$ cat config.mk
export PLATFORM = sky130hd
export DESIGN_NAME = cpu_control_flat
export DESIGN_NICKNAME = d
export VERILOG_FILES = /design/src/rtl/cpu_control_if.sv /design/src/rtl/cpu_control.sv /design/src/flat_wrapper.sv
export SDC_FILE = /design/constraint.sdc
export NUM_CORES = 1
export LEC_CHECK = 0
export BUFFER_PORTS_ARGS = -buffer_cell sky130_fd_sc_hd__buf_2
export CORE_MARGIN = 2
export CORE_UTILIZATION = 43
export DETAILED_ROUTE_END_ITERATION = 16
export PLACE_DENSITY = 0.82
export SLEW_MARGIN = 30
export SYNTH_ARGS = -nofsm -noshare
export SYNTH_HDL_FRONTEND = slang
export SYNTH_SLANG_ARGS = --single-unit
$ cat constraint.sdc
create_clock -name clk -period 1.84 [get_ports clk]
set_clock_uncertainty 0.15 [all_clocks]
set_input_delay 0.184 -clock clk [delete_from_list [all_inputs] [get_ports clk]]
set_output_delay 0.184 -clock clk [all_outputs]
set_load 0.01 [all_outputs]
$ cat src/rtl/cpu_control_if.sv
// rtl/cpu_control_if.sv - instruction/handshake and datapath control bundle for cpu_control
interface cpu_control_if;
    logic [15:0] in;
    logic        load;
    logic        s;
    logic        w;
    logic [15:0] sximm8;
    logic [15:0] sximm5;
    logic [2:0]  readnum;
    logic [2:0]  writenum;
    logic        write;
    logic [1:0]  vsel;
    logic        loada;
    logic        loadb;
    logic        loadc;
    logic        loads;
    logic        asel;
    logic        bsel;
    logic [1:0]  shift;
    logic [1:0]  ALUop;

    modport slave (
        input  in, load, s,
        output w, sximm8, sximm5, readnum, writenum, write, vsel,
               loada, loadb, loadc, loads, asel, bsel, shift, ALUop
    );

    modport master (
        output in, load, s,
        input  w, sximm8, sximm5, readnum, writenum, write, vsel,
               loada, loadb, loadc, loads, asel, bsel, shift, ALUop
    );
endinterface

$ cat src/rtl/cpu_control.sv
// rtl/cpu_control.sv - instruction register, decoder and Moore control FSM for the register-file/ALU datapath
module cpu_control (
    input  logic          clk,
    input  logic          reset,
    cpu_control_if.slave  bus
);
    typedef enum logic [2:0] {
        S_WAIT,
        S_DECODE,
        S_GET_A,
        S_GET_B,
        S_ALU,
        S_WR_IMM,
        S_WR_REG
    } state_e;

    state_e      state_q, state_d;
    logic [15:0] ir_q, ir_d;

    logic [2:0] opcode;
    logic [1:0] op;
    logic [2:0] rn, rd, rm;
    logic [1:0] sh;
    logic       is_mov_imm, is_mov_reg, is_alu, is_cmp, is_mvn;

    assign opcode = ir_q[15:13];
    assign op     = ir_q[12:11];
    assign rn     = ir_q[10:8];
    assign rd     = ir_q[7:5];
    assign sh     = ir_q[4:3];
    assign rm     = ir_q[2:0];

    assign is_mov_imm = (opcode == 3'b110) && (op == 2'b10);
    assign is_mov_reg = (opcode == 3'b110) && (op == 2'b00);
    assign is_alu     = (opcode == 3'b101);
    assign is_cmp     = is_alu && (op == 2'b01);
    assign is_mvn     = is_alu && (op == 2'b11);

    assign bus.sximm8 = {{8{ir_q[7]}}, ir_q[7:0]};
    assign bus.sximm5 = {{11{ir_q[4]}}, ir_q[4:0]};

    always_ff @(posedge clk) begin
        if (reset) begin
            state_q <= S_WAIT;
            ir_q    <= '0;
        end else begin
            state_q <= state_d;
            ir_q    <= ir_d;
        end
    end

    always_comb begin
        state_d      = state_q;
        ir_d         = ir_q;
        bus.w        = 1'b0;
        bus.readnum  = 3'b000;
        bus.writenum = 3'b000;
        bus.write    = 1'b0;
        bus.vsel     = 2'b00;
        bus.loada    = 1'b0;
        bus.loadb    = 1'b0;
        bus.loadc    = 1'b0;
        bus.loads    = 1'b0;
        bus.asel     = 1'b0;
        bus.bsel     = 1'b0;
        bus.shift    = 2'b00;
        bus.ALUop    = 2'b00;

        case (state_q)
            S_WAIT: begin
                bus.w = 1'b1;
                // IR capture and start may share an edge; DECODE then sees the new word
                if (bus.load) ir_d = bus.in;
                if (bus.s) state_d = S_DECODE;
            end
            S_DECODE: begin
                if (is_mov_imm)               state_d = S_WR_IMM;
                else if (is_mov_reg || is_mvn) state_d = S_GET_B;
                else if (is_alu)              state_d = S_GET_A;
                else                          state_d = S_WAIT;
            end
            S_GET_A: begin
                bus.readnum = rn;
                bus.loada   = 1'b1;
                state_d     = S_GET_B;
            end
            S_GET_B: begin
                bus.readnum = rm;
                bus.loadb   = 1'b1;
                bus.shift   = sh;
                state_d     = S_ALU;
            end
            S_ALU: begin
                // single-operand forms pass B through the ALU with A forced to zero
                bus.asel  = is_mov_reg || is_mvn;
                bus.shift = sh;
                bus.ALUop = is_alu ? op : 2'b00;
                if (is_cmp) begin
                    bus.loads = 1'b1;
                    state_d   = S_WAIT;
                end else begin
                    bus.loadc = 1'b1;
                    state_d   = S_WR_REG;
                end
            end
            S_WR_REG: begin
                bus.writenum = rd;
                bus.vsel     = 2'b00;
                bus.write    = 1'b1;
                state_d      = S_WAIT;
            end
            S_WR_IMM: begin
                bus.writenum = rn;
                bus.vsel     = 2'b01;
                bus.write    = 1'b1;
                state_d      = S_WAIT;
            end
            default: state_d = S_WAIT;
        endcase
    end
endmodule

$ cat src/flat_wrapper.sv
// flat-port wrapper written by rule: the top's interface ports become plain ports
module cpu_control_flat 
  (clk, reset, bus_in, bus_load, bus_s, bus_w, bus_sximm8, bus_sximm5, bus_readnum, bus_writenum, bus_write, bus_vsel, bus_loada, bus_loadb, bus_loadc, bus_loads, bus_asel, bus_bsel, bus_shift, bus_ALUop);
  cpu_control_if bus_i ();
  input  logic clk;
  input  logic reset;
  input wire logic [$bits(bus_i.in)-1:0] bus_in;
  input wire logic [$bits(bus_i.load)-1:0] bus_load;
  input wire logic [$bits(bus_i.s)-1:0] bus_s;
  output wire logic [$bits(bus_i.w)-1:0] bus_w;
  output wire logic [$bits(bus_i.sximm8)-1:0] bus_sximm8;
  output wire logic [$bits(bus_i.sximm5)-1:0] bus_sximm5;
  output wire logic [$bits(bus_i.readnum)-1:0] bus_readnum;
  output wire logic [$bits(bus_i.writenum)-1:0] bus_writenum;
  output wire logic [$bits(bus_i.write)-1:0] bus_write;
  output wire logic [$bits(bus_i.vsel)-1:0] bus_vsel;
  output wire logic [$bits(bus_i.loada)-1:0] bus_loada;
  output wire logic [$bits(bus_i.loadb)-1:0] bus_loadb;
  output wire logic [$bits(bus_i.loadc)-1:0] bus_loadc;
  output wire logic [$bits(bus_i.loads)-1:0] bus_loads;
  output wire logic [$bits(bus_i.asel)-1:0] bus_asel;
  output wire logic [$bits(bus_i.bsel)-1:0] bus_bsel;
  output wire logic [$bits(bus_i.shift)-1:0] bus_shift;
  output wire logic [$bits(bus_i.ALUop)-1:0] bus_ALUop;
  assign bus_i.in = bus_in;
  assign bus_i.load = bus_load;
  assign bus_i.s = bus_s;
  assign bus_w = bus_i.w;
  assign bus_sximm8 = bus_i.sximm8;
  assign bus_sximm5 = bus_i.sximm5;
  assign bus_readnum = bus_i.readnum;
  assign bus_writenum = bus_i.writenum;
  assign bus_write = bus_i.write;
  assign bus_vsel = bus_i.vsel;
  assign bus_loada = bus_i.loada;
  assign bus_loadb = bus_i.loadb;
  assign bus_loadc = bus_i.loadc;
  assign bus_loads = bus_i.loads;
  assign bus_asel = bus_i.asel;
  assign bus_bsel = bus_i.bsel;
  assign bus_shift = bus_i.shift;
  assign bus_ALUop = bus_i.ALUop;
  cpu_control u_core (.clk(clk), .reset(reset), .bus(bus_i));
endmodule
## After elaboration in Yosys (flattened, before gate mapping)

Cells that the tools add are included.

| operators by class | value |
|---|---|
| mux-type cells | 21 |
| equality and inequality tests | 12 |
| reductions and logical operators | 10 |

Operators with widths:

| operator | count |
|---|---|
| $eq A3 B3 Y1 const B | 5 |
| $pmux W3 S5 | 1 |
| $mux W3 | 4 |
| $pmux W3 S2 | 2 |
| $mux W1 | 10 |
| $mux W2 | 4 |
| $eq A3 B2 Y1 const B | 2 |
| $eq A2 B2 Y1 const B | 2 |
| $logic_and A1 B1 Y1 | 4 |
| $reduce_or A2 Y1 | 2 |
| $eq A3 B1 Y1 const B | 1 |
| $logic_not A3 Y1 | 1 |
| $eq A2 B1 Y1 const B | 1 |
| $logic_not A2 Y1 | 1 |
| $ne A2 B2 Y1 const B | 1 |
| $reduce_and A2 Y1 | 1 |
| $logic_or A1 B1 Y1 | 1 |

| word-level totals | value |
|---|---|
| flip-flop bits (word level) | 19 |
| input port bits | 20 |
| logic and storage cells | 45 |

## Depth between registers and ports, before layout

Gate-level depths: netlist (run 1).

| logic depth | value |
|---|---|
| word-level depth | 6 |
| gate-level depth with buffers | 6 |

## Least setup slack after synthesis (run 1)

OpenSTA, ideal clock, no wires.

| timing path | value |
|---|---|
| path type | reg2reg |
| start | reg u_core.state_q[2] |
| end | reg u_core.ir_q[4] |
| required time | 1558 ps |
| path buffers | 3 |
| slack | 267 ps |
| stages on the path, launching flop included | 7 |
| data arrival time | 1291 ps |
| setup time | 132 ps |
| cell sequence | dfxtp_1 -> buf_6 -> or4b_1 -> buf_2 -> buf_6 -> nand2_1 -> a21oi_1 |

| between the ends | value |
|---|---|
| longest elaborated chain between the ends | 2 |

Ends and longest elaborated chain:

| what | line | RTL |
|---|---|---|
| start, declared | cpu_control.sv:17 | `state_e state_q, state_d;` |
| start signal, assigned | cpu_control.sv:47 | `state_q <= state_d;` |
| $logic_not A3 Y1 | cpu_control.sv:69 | `case (state_q)` |
| $reduce_and A2 Y1 (no source line) | n/a |  |
| end signal, assigned | cpu_control.sv:48 | `ir_q <= ir_d;` |
| end, declared | cpu_control.sv:18 | `logic [15:0] ir_q, ir_d;` |

No other way between the ends.
A chain may end at the register's enable or synchronous reset.

## Worst setup path in the final report (run 1)

| timing path | value |
|---|---|
| start | reg u_core.ir_q[14] |
| end | out bus_asel |

| between the ends | value |
|---|---|
| longest elaborated chain between the ends | 4 |
| elaborated cells on any way between the ends | 6 |
| those cells by class | 2 x eq/ne; 1 x mux; 3 x reduce/logical |

Ends and longest elaborated chain:

| what | line | RTL |
|---|---|---|
| $eq A3 B3 Y1 (on tied branches) | cpu_control.sv:34, cpu_control.sv:35 |  |
| $logic_and A1 B1 Y1 (on tied branches) | cpu_control.sv:34, cpu_control.sv:37 |  |
| $logic_or A1 B1 Y1 (*) | cpu_control.sv:95 | `bus.asel = is_mov_reg \|\| is_mvn;` |
| $mux W1 (*) | cpu_control.sv:69 |  |
| end, declared | flat_wrapper.sv:21 | `output wire logic [$bits(bus_i.asel)-1:0] bus_asel;` |

Mark *: on every way between the ends. The rest lies on a longest branch, timed or not.

==> metrics.txt, run 1 <==
postcts setup bufs 0; Min Hold Slack 0.109 ns; core area 2760 um2; busiest layer in global routing met2; synth top area cells dfxtp_1, buf_4, nand2_1; n_diodes 0; VDD IR max 470 uV; final net count 235; register bit count reported by yosys 19; Post-Place Cells 225; Top FF cell, synth dfxtp_1; min Tclk post-route 1.80 ns; static leakage 0.000782 uW; DR vias/cell 4.85; post-synth top area share 0.303; status complete, no violations; Hold Fails Final Rpt 0; met3 usage 0.0268; final wirelength 3080 um; Post-DP HPWL 2110 um; ANT nets after route 0; Critical path origin u_core.ir_q[14]; antenna violations before repair 0; Clock Sinks 19; via count 1188; worst-path fanout max 7; Avg Cell Area, Syn 7.70 um2; flop-to-flop setup slack 0.26 ns; DRC Markers 0; DP Area 1370 um2; Clk pin slew, worst setup/hold paths 0.11 ns; initial core utilization 0.455; commonest non-fill, non-tap cells in the layout buf_2, nand2_1, a21oi_1; Synth area leader dfxtp_1; Final Non-Filler Cells 245; mapped cell area 1250 um2; global-route wire length before repair 4760 um; Die Area 3370 um2; Worst EP required 1.51 ns; Hold WC Path Type in2reg; GR Util met1 0.244; Syn Inst Count 163; Synth warnings 0; WL/cell 12.6 um; post-route cell area 1600 um2; worst skew pair latency 0.30 ns; Seq/Total Area, Yosys 0.303; Top Ports 72; gpl congestion 0.778; Area Overhead vs Synth 27.5%; final setup vio count 0; clock buffer depth 2; Power Dens Cells 552 nW/um2; largest net degree at the start of global routing 19; drt first pass iters 4; critical path arrival 1.47 ns; GRT Total Usage 0.180; PortBufs 69; share of flip-flops with an asynchronous set or reset 0; fin. max-slew vios 0; grt total ovfl 0; share of layout cells above drive strength 1 0.411; CTS Buf Count 3; r2r endpoint u_core.ir_q[0]; crit end category primary output; Hold Startpoint bus_s; initial DRC count 24; vias in the first global route 1036; fin crit share 0.978; Die Width 58.0 um; reg2reg start u_core.state_q[0]; Overall Power 883 uW; maxcap violations 0; number of synthesized flops with an enable pin 0; H-Tree Depth 1; FMAX 556 MHz; category of the most critical setup path reg2out; met2 usage 0.292; commonest non-fill, non-tap cell in the layout buf_2; worst r2r path cells 4; Die Y 58.0 um; Synth cell types 33; CTS tree built; Placement Rows 19; crit path to bus_asel; Setup crit start kind flop; CTS root buf clkbuf_4
per-layer routing:
metal  share of wire  up-vias  routed length, um
met4          0.0081        0                 25
met5               0        -                  0
met1            0.43      539               1320
met2            0.52       30               1600
met3           0.044        4                137
li1                -      615                  -
synth_stat cells, drive strengths merged (2+ instances only):
| library cell | number |
|---|---|
| a31oi | 2 |
| nor3b | 3 |
| nor2 | 4 |
| a21oi | 18 |
| inv | 2 |
| nor4b | 2 |
| buf | 41 |
| nor3 | 3 |
| and2 | 2 |
| a22oi | 3 |
| a22o | 3 |
| nand2 | 34 |
| o21ai | 3 |
| dfxtp | 19 |
| nor2b | 9 |
| clkbuf | 3 |
how the worst min path moves through the flow:
| stage | end | slack (ns) | depth (start not counted) |
|---|---|---|---|
| 2_1_floorplan | u_core.ir_q[10] | 0.17 | 2 |
| 3_3_place_gp | u_core.ir_q[6] | 0.28 | 3 |
| 3_5_place_dp | u_core.ir_q[1] | 0.28 | 3 |
| 4_1_cts | u_core.state_q[0] | 0.08 | 3 |
| 5_1_grt | u_core.state_q[0] | 0.12 | 3 |
| 6_report | u_core.state_q[0] | 0.11 | 3 |
final cells by class:
| class | instances | area (um2) |
|---|---|---|
| clock buffer | 3 | 22.5 |
| clock inverter | 1 | 5.00 |
| fill | 262 | 1160 |
| inverter | 2 | 7.51 |
| multi-input combinational | 99 | 592 |
| sequential | 19 | 392 |
| tap | 31 | 38.8 |
| timing repair buffer | 90 | 543 |
per-stage QoR:
stage / util / setup slack (ns) / TNS (ns)
after floorplan: - / 0.267 / 0
after global placement: 0.496 / 0.198 / 0
after detailed placement: 0.496 / 0.207 / 0
after CTS: 0.566 / 0.00546 / 0
after global routing: 0.580 / -0.000686 / -0.000686
final: 0.580 / 0.0402 / 0
sequential cells by signal (all words and copies together) (netlist names):
signal and count:
u_core.ir_q 16, u_core.state_q 3
logic make-up after synthesis:
| logic type | after synthesis | share of synthesized area |
|---|---|---|
| DFF | 19 | 0.303 |
| AOI/OAI and AO/OA | 32 | 0.152 |
| and+or+nand+nor | 65 | 0.287 |
| buffers and inverters | 46 | 0.255 |
| other | 1 | 0.00299 |
worst max-delay path: stages, from the launching register on:
cell,delay (ns)
dfxtp_1,0.43
nor4b_1,0.40
nor2_1,0.09
nor2_1,0.10
buf_2,0.13
power breakdown:
part	switching, uW	total (uW)	internal [uW]
Combinational	100	206	106
Clock	129	210	81.0
Sequential	35.0	467	432
what timing repair did:
| item | in CTS | in global routing |
|---|---|---|
| hold buffers | 16 | 0 |
| setup endpoints to repair | 12 | 10 |
| resized for setup | 4 | 8 |
| endpoints found under the hold margin | 16 | 0 |
Power figures use the tool's default switching activity.
==> run 2: changes to the inputs <==
--- a/config.mk
+++ b/config.mk
@@ -6,10 +6,12 @@
 export NUM_CORES = 1
 export LEC_CHECK = 0
 export BUFFER_PORTS_ARGS = -buffer_cell sky130_fd_sc_hd__buf_2
+export CORE_ASPECT_RATIO = 1.4
 export CORE_MARGIN = 2
 export CORE_UTILIZATION = 43
 export DETAILED_ROUTE_END_ITERATION = 16
 export PLACE_DENSITY = 0.82
+export SETUP_SLACK_MARGIN = 0.5
 export SLEW_MARGIN = 30
 export SYNTH_ARGS = -nofsm -noshare
 export SYNTH_HDL_FRONTEND = slang
==> run 2 against run 1 <==
Cell count rose by 3.7%. First-iteration DRC count rose by 130%. Core utilization rose by 3.6 points. Maximum frequency rose by 6.7%. Wire length rose by 16%. Critical path type unchanged. Worst setup slack improved by 0.11 ns. Hold slack got worse by 0.095 ns.
==> metrics.txt, run 2 (synthesis gave the netlist of run 1 again) <==
Largest regs u_core.ir_q x16, u_core.state_q x3; final wirelength 3590 um; H-Tree Depth 1; post-route cell area 1740 um2; grt total ovfl 0; Top Ports 72; fin crit share 0.917; share of layout cells above drive strength 1 0.567; Die Y 67.9 um; core area 2820 um2; CTS tree built; pre-CTS setup slack 0.248 ns; Clock Sinks 19; met2 WL 1890 um; CTS Buf Count 3; Power Dens Cells 553 nW/um2; Top delay family on crit path flip-flops; category of the most critical setup path reg2out; GRT Total Usage 0.195; Worst EP required 1.51 ns; global-route wire length before repair 4970 um; critical path arrival 1.35 ns; n_diodes 0; setup tns final 0 ns; antenna violations before repair 0; FMAX 593 MHz; Die Area 3370 um2; static leakage 0.000846 uW; via count 1263; max reg flops 16; DP Area 1370 um2; Area Overhead vs Synth 38.5%; worst skew pair latency 0.25 ns; CP max stage delay 0.39 ns; hold_buf cts 0; final net count 238; min Tclk post-route 1.69 ns; Hold Fails Final Rpt 0; drt first pass iters 4; commonest non-fill, non-tap cells in the layout buf_2, nand2_1, a21oi_1, buf_4, dfxtp_1; crit end category primary output; ANT nets after route 0; largest net degree at the start of global routing 19; Top Layer Used met4; final setup vio count 0; Placement Rows 23; WL/cell 14.1 um; initial DRC count 56; commonest non-fill, non-tap cell in the layout buf_2; Clk pin slew, worst setup/hold paths 0.07 ns; VDD IR max 380 uV; Cell Chain, Critical Path buf_6, nor3b_4, a22o_1, buf_2; Overall Power 961 uW; DRC Markers 0; crit path buf inv count 2; worst-path fanout max 6; status complete, no violations; DR vias/cell 4.97; maxcap violations 0; Most flops, register u_core.ir_q; PortBufs 69; slowest CP cell dfxtp_4; Die Width 49.7 um; CTS root buf clkbuf_8; RSZ-0062 raised after global routing true; Min Hold Slack 0.0144 ns; clock buffer depth 2; Post-DP HPWL 2080 um; vias in the first global route 1099; gpl congestion 0.845; Hold WC Path Type in2reg; Setup crit start kind flop; met1 WL 1420 um; fin. max-slew vios 0; WL met3 173 um; initial core utilization 0.445; final worst slack 0.153 ns
==> run 2: worst paths after layout <==
check | from | to | slack (ns) | depth (start not counted)
worst max-delay path | u_core.state_q[1] | bus_readnum[0] | 0.15 | 4
worst min-delay path | bus_in[13] | u_core.ir_q[13] | 0.01 | 3
worst max register to register | u_core.state_q[1] | u_core.ir_q[15] | 0.25 | 5
worst min register to register | u_core.ir_q[6] | u_core.ir_q[6] | 0.33 | 2
==> run 2: cell type report <==
| type | instances | area (um2) |
|---|---|---|
| clock buffer | 4 | 45.0 |
| fill | 252 | 1080 |
| inverter | 2 | 7.51 |
| multi-input combinational | 99 | 678 |
| sequential | 19 | 409 |
| tap | 37 | 46.3 |
| timing repair buffer | 93 | 552 |
==> run 2: layer usage <==
layer,GRT usage,up-vias
met5,0,-
met4,0.0938,0
met3,0.0175,8
met2,0.375,56
met1,0.214,577
li1,-,622
==> run 2: repair_timing <==
item                       4_1_cts  5_1_grt
buffers inserted                14        6
gates resized for setup         30       13
hold endpoints to repair         0        0
setup endpoints to repair       37       50
cloned                           1        0
pin swaps                       11       13
==> run 2: metrics by stage <==
stage / utilization / cells
final: 0.616 / 254
after global placement: 0.487 / 229
after floorplan: - / 164
after global routing: 0.616 / 254
after detailed placement: 0.487 / 229
after CTS: 0.581 / 248
==> run 2: power by group <==
group          total (uW)  switching [uW]  internal, uW  leakage (uW)
sequential            471            39.7           431      0.000162
combinational         211             108           103      0.000661
clock                 279             125           154     0.0000228
total                 961             273           688      0.000846
==> run 2: tightest hold or removal path, cell delays in order <==
cell and delay, ns:
buf_2 0.09, nand2_1 0.05, a21oi_1 0.05
